<file path="config.mk">
export PLATFORM = sky130hd
export DESIGN_NAME = serial_arbiter
export DESIGN_NICKNAME = d
export VERILOG_FILES = /design/src/rtl/serial_arbiter_pkg.sv /design/src/rtl/serial_arbiter_rr_arbiter2.sv /design/src/rtl/serial_arbiter.sv
export SDC_FILE = /design/constraint.sdc
export NUM_CORES = 1
export LEC_CHECK = 0
export CORE_ASPECT_RATIO = 0.9
export CORE_UTILIZATION = 45
export DETAILED_ROUTE_END_ITERATION = 10
export GPL_TIMING_DRIVEN = 0
export HOLD_SLACK_MARGIN = 0.06
export PLACE_DENSITY_LB_ADDON = 0.15
export SETUP_SLACK_MARGIN = 0.4
export SLEW_MARGIN = 20
export SYNTH_ARGS = -nofsm -noshare
export SYNTH_HDL_FRONTEND = slang
export SYNTH_SLANG_ARGS = --single-unit
</file>
<file path="constraint.sdc">
create_clock -name clock -period 1.83 [get_ports clock]
set_clock_uncertainty 0.2 [all_clocks]
set_input_delay 0.2745 -clock clock [delete_from_list [all_inputs] [get_ports clock]]
set_output_delay 0.2745 -clock clock [all_outputs]
set_load 0.1 [all_outputs]
</file>
<file path="src/rtl/serial_arbiter_pkg.sv">
// Shared types and default sizing for the two-requester serial arbiter.
package serial_arbiter_pkg;

    typedef enum logic [1:0] {
        StIdle,
        StShift,
        StDone
    } state_t;

    typedef logic req_id_t;

    localparam int unsigned DefaultWordBits  = 8;
    localparam int unsigned DefaultQueueDepth = 8;
    localparam int unsigned DefaultTimeout   = 64;

endpackage

</file>
<file path="src/rtl/serial_arbiter_rr_arbiter2.sv">
// Two-way round-robin priority: on a tie the requester not served last wins.
module rr_arbiter2
    import serial_arbiter_pkg::*;
(
    input  logic [1:0] req,
    input  req_id_t    last,
    output logic [1:0] grant
);

    always_comb begin
        grant = req;
        if (req == 2'b11) begin
            grant = (last == 1'b1) ? 2'b01 : 2'b10;
        end
    end

endmodule

</file>
<file path="src/rtl/serial_arbiter.sv">
// Grants one of two serial requesters a whole word and forwards its strobed bits
// to a deserializer with one cycle of latency, aborting on a strobe timeout.
module serial_arbiter
    import serial_arbiter_pkg::*;
#(
    parameter int unsigned WORD_BITS   = DefaultWordBits,
    parameter int unsigned QUEUE_DEPTH = DefaultQueueDepth,
    parameter int unsigned TIMEOUT     = DefaultTimeout
) (
    input  logic       clock,
    input  logic       reset,
    input  logic [1:0] req_in,
    input  logic [1:0] bit_in,
    input  logic [1:0] wr_in,
    input  logic       status_in,
    input  logic [3:0] len_in,
    output logic [1:0] grant_out,
    output logic       data_out,
    output logic       write_out,
    output logic       done_out,
    output logic       timeout_out
);

    localparam int unsigned CntW  = $clog2(WORD_BITS + 1);
    localparam int unsigned IdleW = $clog2(TIMEOUT + 1);

    state_t            state_q;
    req_id_t           last_q;
    req_id_t           win_q;
    logic [CntW-1:0]   cnt_q;
    logic [IdleW-1:0]  idle_q;
    logic [1:0]        rr_grant;
    logic              start;
    logic              strobe;
    logic              sbit;

    rr_arbiter2 u_rr (
        .req   (req_in),
        .last  (last_q),
        .grant (rr_grant)
    );

    always_comb begin
        start  = (req_in != 2'b00) && status_in && (32'(len_in) < QUEUE_DEPTH);
        strobe = wr_in[win_q];
        sbit   = bit_in[win_q];
    end

    always_ff @(posedge clock) begin
        if (reset) begin
            state_q     <= StIdle;
            last_q      <= 1'b1;
            win_q       <= 1'b0;
            cnt_q       <= '0;
            idle_q      <= '0;
            grant_out   <= 2'b00;
            data_out    <= 1'b0;
            write_out   <= 1'b0;
            done_out    <= 1'b0;
            timeout_out <= 1'b0;
        end else begin
            data_out    <= 1'b0;
            write_out   <= 1'b0;
            done_out    <= 1'b0;
            timeout_out <= 1'b0;
            unique case (state_q)
                StIdle: begin
                    if (start) begin
                        state_q   <= StShift;
                        grant_out <= rr_grant;
                        win_q     <= rr_grant[1];
                        cnt_q     <= '0;
                        idle_q    <= '0;
                    end
                end
                StShift: begin
                    // A strobe wins over an expiring timeout in the same cycle.
                    if (strobe) begin
                        data_out  <= sbit;
                        write_out <= 1'b1;
                        idle_q    <= '0;
                        if (cnt_q == CntW'(WORD_BITS - 1)) begin
                            state_q  <= StDone;
                            done_out <= 1'b1;
                            cnt_q    <= '0;
                        end else begin
                            cnt_q <= cnt_q + CntW'(1);
                        end
                    end else if (idle_q == IdleW'(TIMEOUT - 1)) begin
                        state_q     <= StIdle;
                        timeout_out <= 1'b1;
                        grant_out   <= 2'b00;
                        last_q      <= win_q;
                        cnt_q       <= '0;
                        idle_q      <= '0;
                    end else begin
                        idle_q <= idle_q + IdleW'(1);
                    end
                end
                StDone: begin
                    state_q   <= StIdle;
                    grant_out <= 2'b00;
                    last_q    <= win_q;
                end
                default: begin
                    state_q <= StIdle;
                end
            endcase
        end
    end

endmodule

</file>
Word-level counts from Yosys, hierarchy flattened
Cells that the tools add are included.
{"block": "totals", "ff_bits": 21, "inputBits": 13, "out_inout_bits": 6, "elab_cells": 71}
{"block": "op_classes", "bitwise": 2, "n_lt_le_gt_ge": 2, "muxes": 29, "n_reduce_logical": 16, "eq_ne": 10, "addsub": 2}
{"operator": "$mux W7", "count": 3}
{"operator": "$mux W2", "count": 8}
{"operator": "$mux W4", "count": 4}
{"operator": "$pmux W7 S2", "count": 1}
{"operator": "$mux W1", "count": 9}
{"operator": "$reduce_and A3 Y1", "count": 3}
{"operator": "$pmux W4 S2", "count": 1}
{"operator": "$add A7 B1 Y7 const B", "count": 1}
{"operator": "$eq A7 B6 Y1 const B", "count": 1}
{"operator": "$ne A2 B2 Y1 const B", "count": 3}
{"operator": "$ne A3 B3 Y1 const B", "count": 2}
{"operator": "$pmux W2 S3", "count": 1}
{"operator": "$reduce_bool A2 Y1", "count": 3}
{"operator": "$reduce_or A3 Y1", "count": 2}
{"operator": "$add A4 B1 Y4 const B", "count": 1}
{"operator": "$eq A2 B2 Y1 const B", "count": 2}
{"operator": "$eq A4 B3 Y1 const B", "count": 1}
{"operator": "$lt A4 B4 Y1 const B", "count": 1}
{"operator": "$pmux W2 S2", "count": 1}
{"operator": "$reduce_and A2 Y1", "count": 2}
{"operator": "$reduce_and A4 Y1", "count": 1}
{"operator": "$reduce_bool A3 Y1", "count": 1}
{"operator": "$eq A2 B1 Y1 const B", "count": 1}
{"operator": "$logic_and A1 B1 Y1", "count": 2}
{"operator": "other kinds (5)", "count": 6}

Logic depth before layout (Yosys ltp)
{"block": "depth", "ltp_word": 5, "depth_mapped": 7, "mapped_depth_nobuf": 6}

By module
A second synthesis with hierarchy kept.
{"block": "hier_totals", "cells_unflattened": 117, "hier_area_um2": 1063.5}
{"module": "serial_arbiter", "area_per_inst_um2": 1044.8, "cells_each": 114, "instances": 1}
{"module": "rr_arbiter2", "area_per_inst_um2": 18.8, "cells_each": 3, "instances": 1}

Worst setup path before layout
Ideal clock, no wire load.
{"block": "synth_path", "path_type": "flip-flop to flip-flop", "start": "register state_q[0]", "end": "register cnt_q[0]", "period_less_slack_ps": 1927, "n_path_buf": 1, "setup_time_ps": 70, "t_arrival_ps": 1657, "path_slack_ps": -97, "path_stages_with_launch": 8, "path_cell_list": "dfxtp_1 > inv_1 > ha_1 > inv_1 > o31a_1 > clkbuf_2 > or4_1 > a21oi_1"}
{"block": "synth_via", "elab_chain_len": 3, "elab_cells_between_ends": 7}
{"element": "from (decl)", "line_no": "serial_arbiter.sv:27", "text": "state_t state_q;"}
{"element": "from (signal assigned)", "line_no": "serial_arbiter.sv:51", "text": "state_q <= StIdle;"}
{"element": "from (signal assigned)", "line_no": "serial_arbiter.sv:69", "text": "state_q <= StShift;"}
{"element": "from (signal assigned)", "line_no": "serial_arbiter.sv:83", "text": "state_q <= StDone;"}
{"element": "$eq A2 B1 Y1 / $logic_not A2 Y1 (equally long branches)", "line_no": "serial_arbiter.sv:66", "text": "unique case (state_q)"}
{"element": "$ne A3 B3 Y1 (no source line) (tied with other cells)"}
{"element": "$reduce_and A3 Y1 (no source line)"}
{"element": "to (signal assigned)", "line_no": "serial_arbiter.sv:87", "text": "cnt_q <= cnt_q + CntW'(1);"}
{"element": "to (decl)", "line_no": "serial_arbiter.sv:30", "text": "logic [CntW-1:0] cnt_q;"}
Several ways; a longest one is shown, not always the timed one.
A chain may end at the register's enable or synchronous reset.

Worst setup path in the final report
{"block": "layout_path", "start": "register state_q[1]", "end": "register cnt_q[0]"}
The elaborated chain is that of the path after synthesis.

==> results.py <==
metrics = {
    "detailed_routing": {
        "routedWlPerCell_um": 14.6,
        "drt_iter0_markers": 14,
        "top_layer_used": "met4",
        "wl_met2_mm": 1.32,
        "antenna_left": 0,
        "vias": 1049,
        "post_drt_via_cell_ratio": 5.80,
        "remaining_drc_errors": 0,
        "wl_met3_um": 101,
        "dr.pass1.iters": 4,
        "wl_mm": 2.64,
        "met1_length_mm": 1.17,
    },
    "sta": {
        "fmaxAchievable_mhz": 523,
        "tightest_slew_ns": 0.496,
        "relSlewSlack": 0.666,
        "finalSetupViolCount": 9,
        "hold_viol_final": 0,
        "worst_slack_ns": -0.0810,
        "fin_hold_ws_ns": 0.321,
        "fin_crit_ns": 1.91,
        "period_share": 1.04,
        "maxSlewViolCount": 0,
        "rsz0062_at_grt": "true",
    },
    "die": {
        "fp.dieH_um": 48.7,
        "row_count": 16,
        "start_util": 0.487,
        "coreArea_sq_mm": 0.00224,
        "io_pins": 19,
        "dieArea_sq_mm": 0.00263,
        "dieWidth_um": 53.9,
    },
    "worst_setup_path": {
        "cp_max_fo": 4,
        "start_kind": "register",
        "end_kind": "register",
        "worstPathArrival_ns": 1.97,
        "worstPathCellList": "inv_4 > ha_4 > inv_4 > o31a_1 > clkbuf_8 > or4_1 > a21oi_1",
        "cp_slowest_cell": "or4_1",
        "slowest_delay_ns": 0.47,
        "r2r_slack_ns": -0.08,
        "crit_top_cell": "inv_4",
        "cp.required_ns": 1.89,
        "worstSetupPathType": "reg2reg",
    },
    "cts": {
        "clock_path_buffers": 2,
        "htree_levels": 1,
        "cts-hold-fix-buffers": 0,
        "tritoncts": "done",
        "clock_sinks": 21,
        "cts_buffers": 3,
        "clk_pin_slew_worst_paths_ns": 0.13,
        "cts-root-buf": "clkbuf_4",
        "clk_latency_ns": 0.31,
    },
    "logic_synthesis": {
        "syn-num-nets": 137,
        "syn_area_sq_mm": 0.00109,
        "ys_seq_area_frac": 0.385,
        "yosysUniqueCellTypes": 38,
        "syn_inst": 118,
        "synth_area_per_cell_sq_um": 9.26,
        "synth_warnings": 0,
        "synth-seq-cells": 21,
    },
    "placement": {
        "place_congestion": 0.802,
        "place_area_sq_mm": 0.00131,
        "portBuffers": 15,
        "dp_hpwl_mm": 1.68,
    },
    "global_route": {
        "grt_pass1_vias": 1057,
        "grt_pass1_wl_mm": 4.57,
        "grt_max_degree": 13,
        "antenna_found_initial": 0,
        "grt_use_total": 0.243,
        "grt_overflow_total": 0,
    },
    "final_layout": {
        "fin_util": 0.725,
        "fill_cells": 171,
        "drive_gt1_frac": 0.396,
        "final_area_sq_mm": 0.00163,
        "syn_to_final_growth_pct": 48.9,
        "multi_input_area_sq_um": 774,
        "register_area_sq_um": 433,
        "diodes": 0,
        "final_net_count": 174,
    },
    "flow_run": {
        "maxCapViolCount": 0,
    },
    "pwr": {
        "switching_share": 0.386,
        "pwr-share-clk": 0.132,
        "p_comb_frac": 0.532,
        "leakagePower_nw": 0.613,
        "power_density_mw_per_mm2": 1060,
        "internal-power_w": 0.00105,
        "power_frac_seq": 0.336,
        "total_power_w": 0.00172,
        "switchingPower_w": 0.000663,
        "peakVddDrop_uv": 961,
    },
    "status": {
        "status": "finished, violations left",
        "violations": "setup timing",
    },
    "min_path": {
        "hold_path.class": "reg2reg",
    },
}
-- sequential cells by signal, summed over array words and instances, names as in the netlist --
name         cells
win_q            1
state_q          2
grant_out        2
last_q           1
write_out        1
cnt_q            4
idle_q           7
done_out         1
data_out         1
timeout_out      1
-- stage by stage --
stage / TNS, ns / worst slack [ns] / std cells
2_1_floorplan: -0.00406 / -0.00406 / 118
5_1_grt: -1.27 / -0.166 / 181
3_3_place_gp: -4.62 / -0.383 / 160
4_1_cts: -0.184 / -0.0576 / 181
3_5_place_dp: -4.71 / -0.385 / 160
6_report: -0.547 / -0.0810 / 181
-- critical path, delay by kind of cell, from the launching register on --
family,cells,cell delay [ns]
fa+ha+maj,1,0.16
flops,1,0.35
compound gates,2,0.42
simple gates,1,0.47
buf+inv,3,0.27
-- power groups by stage --
| stage | Clock [W] | Sequential (W) | Combinational [W] |
|---|---|---|---|
| 6_report | 0.000227 | 0.000577 | 0.000913 |
| 2_1_floorplan | 0 | 0.000666 | 0.000380 |
| 5_1_grt | 0.000254 | 0.000585 | 0.000988 |
| 4_1_cts | 0.000241 | 0.000572 | 0.000844 |
| 3_3_place_gp | 0 | 0.000566 | 0.000604 |
| 3_5_place_dp | 0 | 0.000568 | 0.000616 |
-- timing repair --
action | CTS | global route
pin swaps | 11 | 7
cloned | 0 | 0
setup endpoints to repair | 27 | 22
buffers inserted | 17 | 0
resized for setup | 62 | 16
-- cells in the final DEF, fill, tap and decap left out, types with 4 or more instances in the layout --
cell and instances:
mux2i_1 5, nand2_1 4, buf_6 6, clkdlybuf4s50_1 9
o21ai_0 5, buf_4 15, nand2b_1 6, nor2_1 6
nand3_1 7, a21oi_2 5, or3_1 4, dfxtp_2 4
dfxtp_1 15
-- final cells by class --
class,count,area share
Sequential cell,21,0.266
Buffer,2,0.0108
Clock inverter,1,0.00308
Inverter,6,0.0185
Tap cell,27,0.0208
Clock buffer,3,0.0138
Timing Repair Buffer,32,0.191
Multi-Input combinational cell,89,0.476
-- logic make-up after synthesis --
group                    count (synthesis)  synth area share
buffers and inverters                    8            0.0286
multiplexers                             7            0.0653
adder cells (fa/ha/maj)                  6            0.0687
flip-flops                              21             0.385
AND/OR/NAND/NOR                         45             0.241
XOR/XNOR                                 1           0.00802
AO/OA/AOI/OAI                           30             0.204
-- final timing paths --
check / depth (start not counted) / startpoint / endpoint
setup / recovery: 7 / state_q[1]$_SDFFE_PP0P_ / cnt_q[0]$_SDFFE_PP0P_
hold / removal: 2 / cnt_q[1]$_SDFFE_PP0P_ / cnt_q[1]$_SDFFE_PP0P_
setup reg to reg: 7 / state_q[1]$_SDFFE_PP0P_ / cnt_q[0]$_SDFFE_PP0P_
hold reg to reg: 2 / cnt_q[1]$_SDFFE_PP0P_ / cnt_q[1]$_SDFFE_PP0P_
-- Yosys cell counts, drive strengths merged --
master	instances	area share
a211oi	1	0.0069
a21boi	2	0.014
a21o	1	0.0069
a21oi	8	0.037
a311o	3	0.027
and3	1	0.0057
clkbuf	2	0.0080
dfxtp	21	0.38
ha	6	0.069
inv	6	0.021
mux2	1	0.010
mux2i	6	0.055
nand2	5	0.017
nand2b	8	0.055
nand3	8	0.041
nand3b	3	0.021
nand4	1	0.0057
nor2	8	0.027
nor2b	1	0.0057
nor4b	1	0.0080
o211ai	1	0.0069
o21ai	7	0.032
o311a	1	0.0092
o311ai	1	0.015
o31a	1	0.0080
o31ai	2	0.018
o32ai	1	0.0080
o41ai	1	0.015
or2	2	0.011
or3	5	0.029
or4	2	0.014
xnor2	1	0.0080
-- metal layers --
layer,global-route usage,vias to the layer above
li1,-,509
met1,0.299,506
met2,0.397,28
met3,0.0566,6
met4,0.0921,0
met5,0,-
Note: power is estimated with default switching activity, not from simulation.
